**src/rtl/uart_tx_fifo.sv**
```systemverilog
// uart_tx_fifo: 8N2 UART transmitter fed by a small byte FIFO.
// Queued bytes are sent LSB-first, back-to-back with no idle cell.
module uart_tx_fifo #(
  parameter int CLKS_PER_BIT = 196,
  parameter int STOP_BITS    = 2,
  parameter int FIFO_AW      = 2
) (
  input  logic       CLK_UART,
  input  logic       rst,
  input  logic [7:0] tx_byte,
  input  logic       transmit,
  output logic       tx,
  output logic       is_transmitting,
  output logic       tx_full,
  output logic       tx_empty,
  output logic       tx_done,
  output logic       tx_overflow
);

  localparam int DEPTH = 2 ** FIFO_AW;
  localparam int CW = (CLKS_PER_BIT > 1) ? $clog2(CLKS_PER_BIT) : 1;
  localparam logic [CW-1:0] CYC_MAX = CW'(CLKS_PER_BIT - 1);
  localparam logic STOP_MAX = 1'(STOP_BITS - 1);
  localparam logic [FIFO_AW:0] CNT_FULL = (FIFO_AW + 1)'(DEPTH);

  typedef enum logic [1:0] {
    S_IDLE,
    S_START,
    S_DATA,
    S_STOP
  } state_t;

  state_t             state;
  logic [7:0]         mem [DEPTH];
  logic [FIFO_AW-1:0] wr_ptr;
  logic [FIFO_AW-1:0] rd_ptr;
  logic [FIFO_AW:0]   count;
  logic [FIFO_AW:0]   count_nxt;
  logic [7:0]         shreg;
  logic [7:0]         head;
  logic [CW-1:0]      cyc_cnt;
  logic [2:0]         bit_cnt;
  logic               stop_cnt;
  logic               cell_end;
  logic               frame_end;
  logic               push;
  logic               pop;

  always_comb begin
    cell_end  = (cyc_cnt == '0);
    frame_end = (state == S_STOP) && cell_end && !stop_cnt;
    push      = transmit && !tx_full;
    // A pop either starts from idle or chains onto the end of a frame
    pop       = !tx_empty && ((state == S_IDLE) || frame_end);
    head      = mem[rd_ptr];
    count_nxt = count;
    if (push && !pop)
      count_nxt = count + 1'b1;
    else if (pop && !push)
      count_nxt = count - 1'b1;
  end

  always_ff @(posedge CLK_UART) begin
    if (push && !rst)
      mem[wr_ptr] <= tx_byte;
  end

  always_ff @(posedge CLK_UART) begin
    if (rst) begin
      wr_ptr      <= '0;
      rd_ptr      <= '0;
      count       <= '0;
      tx_full     <= 1'b0;
      tx_empty    <= 1'b1;
      tx_overflow <= 1'b0;
    end else begin
      if (push)
        wr_ptr <= wr_ptr + 1'b1;
      if (pop)
        rd_ptr <= rd_ptr + 1'b1;
      count       <= count_nxt;
      tx_full     <= (count_nxt == CNT_FULL);
      tx_empty    <= (count_nxt == '0);
      tx_overflow <= transmit && tx_full;
    end
  end

  always_ff @(posedge CLK_UART) begin
    if (rst) begin
      state           <= S_IDLE;
      shreg           <= '0;
      cyc_cnt         <= '0;
      bit_cnt         <= '0;
      stop_cnt        <= 1'b0;
      tx              <= 1'b1;
      is_transmitting <= 1'b0;
      tx_done         <= 1'b0;
    end else begin
      tx_done         <= frame_end;
      is_transmitting <= (state != S_IDLE);
      unique case (state)
        S_IDLE: begin
          tx <= 1'b1;
          if (pop) begin
            shreg   <= head;
            cyc_cnt <= CYC_MAX;
            state   <= S_START;
          end
        end
        S_START: begin
          tx <= 1'b0;
          if (cell_end) begin
            bit_cnt <= 3'd7;
            cyc_cnt <= CYC_MAX;
            state   <= S_DATA;
          end else begin
            cyc_cnt <= cyc_cnt - 1'b1;
          end
        end
        S_DATA: begin
          tx <= shreg[0];
          if (cell_end) begin
            cyc_cnt <= CYC_MAX;
            shreg   <= {1'b0, shreg[7:1]};
            if (bit_cnt == '0) begin
              stop_cnt <= STOP_MAX;
              state    <= S_STOP;
            end else begin
              bit_cnt <= bit_cnt - 1'b1;
            end
          end else begin
            cyc_cnt <= cyc_cnt - 1'b1;
          end
        end
        S_STOP: begin
          tx <= 1'b1;
          if (cell_end) begin
            cyc_cnt <= CYC_MAX;
            if (!stop_cnt) begin
              if (pop) begin
                shreg <= head;
                state <= S_START;
              end else begin
                state <= S_IDLE;
              end
            end else begin
              stop_cnt <= 1'b0;
            end
          end else begin
            cyc_cnt <= cyc_cnt - 1'b1;
          end
        end
        default: state <= S_IDLE;
      endcase
    end
  end

endmodule

```
**config.mk**
```make
export PLATFORM = sky130hd
export DESIGN_NAME = uart_tx_fifo
export DESIGN_NICKNAME = d
export VERILOG_FILES = /design/src/rtl/uart_tx_fifo.sv
export SDC_FILE = /design/constraint.sdc
export NUM_CORES = 1
export LEC_CHECK = 0
export CORE_MARGIN = 4
export CORE_UTILIZATION = 55
export DETAILED_ROUTE_END_ITERATION = 12
export PLACE_DENSITY = 0.72
export SLEW_MARGIN = 25
export SYNTH_ARGS = -nofsm -noshare
export SYNTH_HDL_FRONTEND = slang
export SYNTH_SLANG_ARGS = --single-unit
```
**constraint.sdc**
```tcl
create_clock -name CLK_UART -period 4.5 [get_ports CLK_UART]
set_input_delay 0.9 -clock CLK_UART [delete_from_list [all_inputs] [get_ports CLK_UART]]
set_output_delay 0.9 -clock CLK_UART [all_outputs]
set_load 0.03 [all_outputs]
```
==> summary.txt, run 1 <==
CP required = 4.78 ns
Relative slew margins = 0.492
Hold Path Class = reg -> reg
Core Area = 5540 um2
final core utilization = 0.653
Synth cell types = 44
syn avg cell area = 11.7 um2
first-pass GRT wire length = 9270 um
sequential element share of the synthesized area = 0.536
kind of critical path = in -> reg
drt first pass iters = 4
initial antenna violation count = 0
Starting Density = 0.573
post_cts resized = 0
layout cells sized above 1 = 0.112
Worst-path clk slew = 0.07 ns
CP cell instances = clkdlybuf4s50_1 > nor2b_1 > nand2_1 > and4_1 > nor4_2 > a31o_2
worst-path cell with the longest stage delay = nor2b_1
WL/cell = 14.6 um
RSZ-0062 raised after global routing = no
antenna-violating nets left = 0
vias post-DR = 2,038
syn nets = 298
# DRC = 0
top fanout value on the critical path = 10
Final Hold Vio Count = 0
dpl hpwl = 3750 um
PwrDens = 690 nW/um2
GPL Wtd Cong = 0.761
hold depth = 1
postcts setup bufs = 0
Max VDD drop = 0.344 mV
Syn Inst Count = 272
n_diodes = 0
Root Driver = clkbuf_8
Die Y = 84.0 um
Post-synth EDFFs = 32
post-route clock period utilization = 0.596
CTS tree = done
peak clock frequency supported by timing = 373 MHz
Max-Cap Viols = 0
asr flop ratio synth = 0
number of global-route vias before repair = 2,008
status = completed
Synth-to-Final Area Change = 14.0%
nets = 316
Critical Path Max Stage Delay = 0.55 ns
#FFs+latches synth = 69
Main synth FF type = dfxtp_1
clock sinks = 69
H-tree levels = 3
cts-stage hold buffer count = 0
DRT iter0 DRCs = 107
vias per cell = 5.55
Worst R2R Path Depth = 7
Post-Syn Area = 3170 um2
FP Rows = 27
Syn. warnings = 0
Worst Path Arrival = 2.96 ns
setup_tns = 0 ns
Setup crit start kind = input pin
max-slew violation count = 0
Setup Skew = 0.00835 ns
Worst-Skew Late Latency = 0.33 ns
Die ar. = 7050 um2
count of port buffers added during placement = 16
grt total ovfl = 0
CTS buffer count = 9
P_leak = 0.00127 uW
largest net degree at the start of global routing = 35
Slew @ Worst Pin = 0.751 ns
GRT Total Usage = 0.165
crit path time final = 2.68 ns
setup violators final = 0
Chip Width = 84.0 um
Clock Path Buffers = 2
fillcell total = 454
final wirelength = 5370 um
Worst setup EP type = flip-flop
I/O pin cnt = 17
-- path summary, 6_finish.rpt --
kind                                              start  slack (ns)                      end
worst max-delay path                           transmit        1.82      tx_empty$_SDFF_PP1_
worst min-delay path            cyc_cnt[0]$_SDFFE_PP0P_        0.47  cyc_cnt[0]$_SDFFE_PP0P_
worst max register to register  cyc_cnt[0]$_SDFFE_PP0P_        1.85    shreg[2]$_SDFFE_PP0P_
worst min register to register  cyc_cnt[0]$_SDFFE_PP0P_        0.47  cyc_cnt[0]$_SDFFE_PP0P_
-- layer usage --
layer / GRT usage / vias to the layer above / routed length, um
li1: - / 1042 / -
met3: 0.0306 / 7 / 103
met4: 0.0892 / 0 / 79
met2: 0.259 / 18 / 2560
met5: 0 / - / 0
met1: 0.215 / 971 / 2620
-- area by class of cell --
class | instances | area, um2 | share of cell area
well taps | 72 | 90.1 | 0.0249
clock inverters | 6 | 93.8 | 0.0259
repair buffers | 17 | 168 | 0.0463
inverters | 13 | 48.8 | 0.0135
clock buffers | 10 | 138 | 0.0380
flip-flops and latches | 69 | 1700 | 0.470
multi-input cells | 180 | 1380 | 0.381
-- worst max-delay path, delay by kind of cell --
family / cells / cell delay (ns)
and+or+nand+nor: 4 / 1.35
buffers and inverters: 1 / 0.51
AOI/OAI and AO/OA: 1 / 0.21
-- cells in the mapped netlist (3+ instances only) --
library cell / instances / share of area
nor4_1: 4 / 0.0079
nor2_1: 30 / 0.035
mux2i_1: 9 / 0.028
a311oi_1: 3 / 0.0083
nand2_1: 13 / 0.015
a31oi_1: 4 / 0.0079
xnor2_1: 7 / 0.019
a211oi_1: 12 / 0.028
o21ai_0: 5 / 0.0079
ha_1: 15 / 0.059
edfxtp_1: 32 / 0.30
inv_1: 13 / 0.015
a21oi_1: 12 / 0.019
and2_1: 7 / 0.014
clkbuf_1: 9 / 0.011
nand3_1: 4 / 0.0063
nand2b_1: 6 / 0.012
dfxtp_1: 37 / 0.23
mux4_2: 8 / 0.057
nor3_1: 5 / 0.0079
nor2b_1: 6 / 0.012
-- report_power, final --
part           switching (uW)  internal, uW  leakage [uW]  total (uW)
logic                     545           442      0.000560         987
registers                 133           799      0.000595         933
clock network             244           332      0.000113         576
-- per-stage QoR --
step / power (uW) / cell area (um2) / hold slack (ns) / setup WS [ns] / std cells
floorplan: 1720 / 3170 / 0.435 / 2.33 / 272
global placement: 1910 / 3390 / 0.455 / 1.57 / 351
detailed placement: 1930 / 3390 / 0.460 / 1.52 / 351
CTS: 2510 / 3620 / 0.471 / 1.86 / 367
global route: 2690 / 3620 / 0.495 / 1.48 / 367
finish: 2500 / 3620 / 0.471 / 1.82 / 367
-- cell usage in the layout (no fill, tap or decap), types with 7 or more instances in the layout --
cell type | synthesis | final
a211oi_1 | 12 | 12
a21oi_1 | 12 | 12
and2_1 | 7 | 7
clkbuf_8 | 0 | 10
clkdlybuf4s50_1 | 0 | 16
dfxtp_1 | 37 | 37
edfxtp_1 | 32 | 32
ha_1 | 15 | 15
inv_1 | 13 | 13
mux2i_1 | 9 | 9
mux4_2 | 8 | 8
nand2_1 | 13 | 13
nor2_1 | 30 | 30
xnor2_1 | 7 | 7
-- kinds of logic (layout without fill, tap and decap cells) --
kind of cell	Yosys count	count (layout)	share of synthesized area
compound gates	50	50	0.116
xor+xnor	8	8	0.0221
fa+ha+maj	15	15	0.0591
buf+inv	23	46	0.0296
flops	69	69	0.536
mux	17	17	0.0851
simple gates	90	90	0.152
-- registers in the layout (all words and copies together) (netlist names), named ones only --
name,count
count,3
mem,32
wr_ptr,2
tx_empty,1
tx,1
tx_overflow,1
tx_done,1
stop_cnt,1
is_transmitting,1
cyc_cnt,8
state,2
shreg,8
rd_ptr,2
bit_cnt,3
tx_full,1
Note: power is estimated with default switching activity, not from simulation.
==> inputs of run 2 (changes only) <==
CORE_UTILIZATION = 53   (was 55)
PLACE_DENSITY = 0.73   (was 0.72)
clock period = 2.45 ns   (was 4.5 ns; I/O delays follow)
==> run 2 against run 1 <==
  * Clock power up 62%
  * Combinational power up 90%
  * Utilization down 0.86 points
  * Non-clock buffer count up 6
  * Worst setup slack worse by 1.5 ns
  * Flip-flop and latch count unchanged
  * Register-to-register slack worse by 1.6 ns
  * Largest cell class unchanged
  * Hold slack better by 0.0078 ns
  * Global-route usage down 0.53 points
==> summary.txt, run 2 (synthesis results as in run 1) <==
status = completed
max reg flops = 32
layout cells sized above 1 = 0.130
Core Area = 5640 um2
# DRC = 0
Clock Path Buffers = 2
nets = 322
DRT iter0 DRCs = 138
setup_tns = 0 ns
CTS tree = done
cts-stage hold buffer count = 0
post-route clock period utilization = 0.885
H-tree levels = 3
commonest non-fill, non-tap cell in the layout = dfxtp_1
hold slack = 0.479 ns
number of global-route vias before repair = 1,996
drt first pass iters = 4
postcts setup bufs = 0
n_diodes = 0
Die ar. = 7290 um2
Worst setup EP type = flip-flop
RSZ-0062 raised after global routing = no
most frequent cells in the layout = dfxtp_1 (37), edfxtp_1 (32), nor2_1 (30)
Slew @ Worst Pin = 0.524 ns
FP Rows = 27
grt total ovfl = 0
Die Y = 85.4 um
initial antenna violation count = 0
peak clock frequency supported by timing = 461 MHz
first-pass GRT wire length = 9150 um
CTS buffer count = 9
crit path time final = 2.17 ns
final wirelength = 5430 um
biggest regs = mem: 32 flops, cyc_cnt: 8 flops, shreg: 8 flops
Root Driver = clkbuf_8
Chip Width = 85.4 um
Max VDD drop = 0.771 mV
Worst-path clk slew = 0.08 ns
dpl hpwl = 3790 um
Reg with most FFs = mem
Worst-Skew Late Latency = 0.34 ns
I/O pin cnt = 17
fillcell total = 443
setup violators final = 0
Worst Path Arrival = 2.41 ns
largest net degree at the start of global routing = 34
Max-Cap Viols = 0
DP Area = 3430 um2
top fanout value on the critical path = 6
CP required = 2.69 ns
Setup crit start kind = flip-flop
count of port buffers added during placement = 16
max-slew violation count = 0
vias per cell = 5.56
Setup Skew = 0.00518 ns
GRT Total Usage = 0.159
Final Hold Vio Count = 0
P_leak = 0.00129 uW
Synth-to-Final Area Change = 14.5%
PwrDens = 1250 nW/um2
Relative slew margins = 0.650
vias post-DR = 2,075
GPL Wtd Cong = 0.807
post_cts resized = 0
WL/cell = 14.6 um
Starting Density = 0.563
clock sinks = 69
kind of critical path = reg -> reg
Hold Path Class = reg -> reg
final instance area = 3640 um2
antenna-violating nets left = 0
run 2: cell types whose count changed in the layout (fill, tap and decap cells not counted):
| cell | delta |
|---|---|
| bufinv_16 | -1 |
| clkbuf_1 | +1 |
| inv_6 | +1 |
| buf_4 | +6 |
| nor4b_2 | +1 |
| clkbuf_8 | -1 |
| nor4b_1 | -1 |
| clkinvlp_4 | -1 |
| clkinv_2 | +1 |
run 2: worst max-delay path, stage by stage, from the launching register on:
cell     delay, ns
dfxtp_1       0.36
inv_1         0.09
ha_1          0.24
nor4b_2       0.18
buf_4         0.14
a31oi_1       0.44
nor2_1        0.14
a31o_2        0.28
a31o_2        0.19
run 2: power breakdown:
group | internal, uW | switching, uW | total [uW] | leakage [uW]
combinational | 864 | 1020 | 1880 | 0.000593
clock | 481 | 454 | 936 | 0.000102
sequential | 1470 | 249 | 1720 | 0.000595
run 2: per-layer routing:
metal | global-route usage | wire [um] | vias to the layer above
met1 | 0.205 | 2570 | 977
met3 | 0.0466 | 210 | 7
met2 | 0.261 | 2590 | 37
met5 | 0 | 0 | -
met4 | 0.0475 | 69 | 0
li1 | - | - | 1054
run 2: worst paths after layout:
path,slack (ns),from,cells past startpoint,to
max,0.28,cyc_cnt[0]$_SDFFE_PP0P_,8,tx_empty$_SDFF_PP1_
min,0.48,shreg[7]$_SDFFE_PP0P_,2,shreg[7]$_SDFFE_PP0P_
max reg2reg,0.28,cyc_cnt[0]$_SDFFE_PP0P_,8,tx_empty$_SDFF_PP1_
min reg2reg,0.48,shreg[7]$_SDFFE_PP0P_,2,shreg[7]$_SDFFE_PP0P_
run 2: final cells by class:
class / instances / area (um2) / share of cell area
Sequential cell: 69 / 1700 / 0.468
Multi-Input combinational cell: 180 / 1390 / 0.381
Clock buffer: 10 / 128 / 0.0351
Clock inverter: 6 / 70.1 / 0.0193
Timing Repair Buffer: 23 / 213 / 0.0585
Tap cell: 72 / 90.1 / 0.0248
Inverter: 13 / 48.8 / 0.0134
run 2: metrics by stage:
stage          utilization  setup slack [ns]  power (uW)  std cells
4_1_cts              0.643             0.217        4560        373
3_3_place_gp         0.608             0.243        3570        357
3_5_place_dp         0.608             0.201        3610        357
5_1_grt              0.644            0.0729        4870        373
6_report             0.644             0.281        4530        373
2_1_floorplan            -             0.423        3170        272
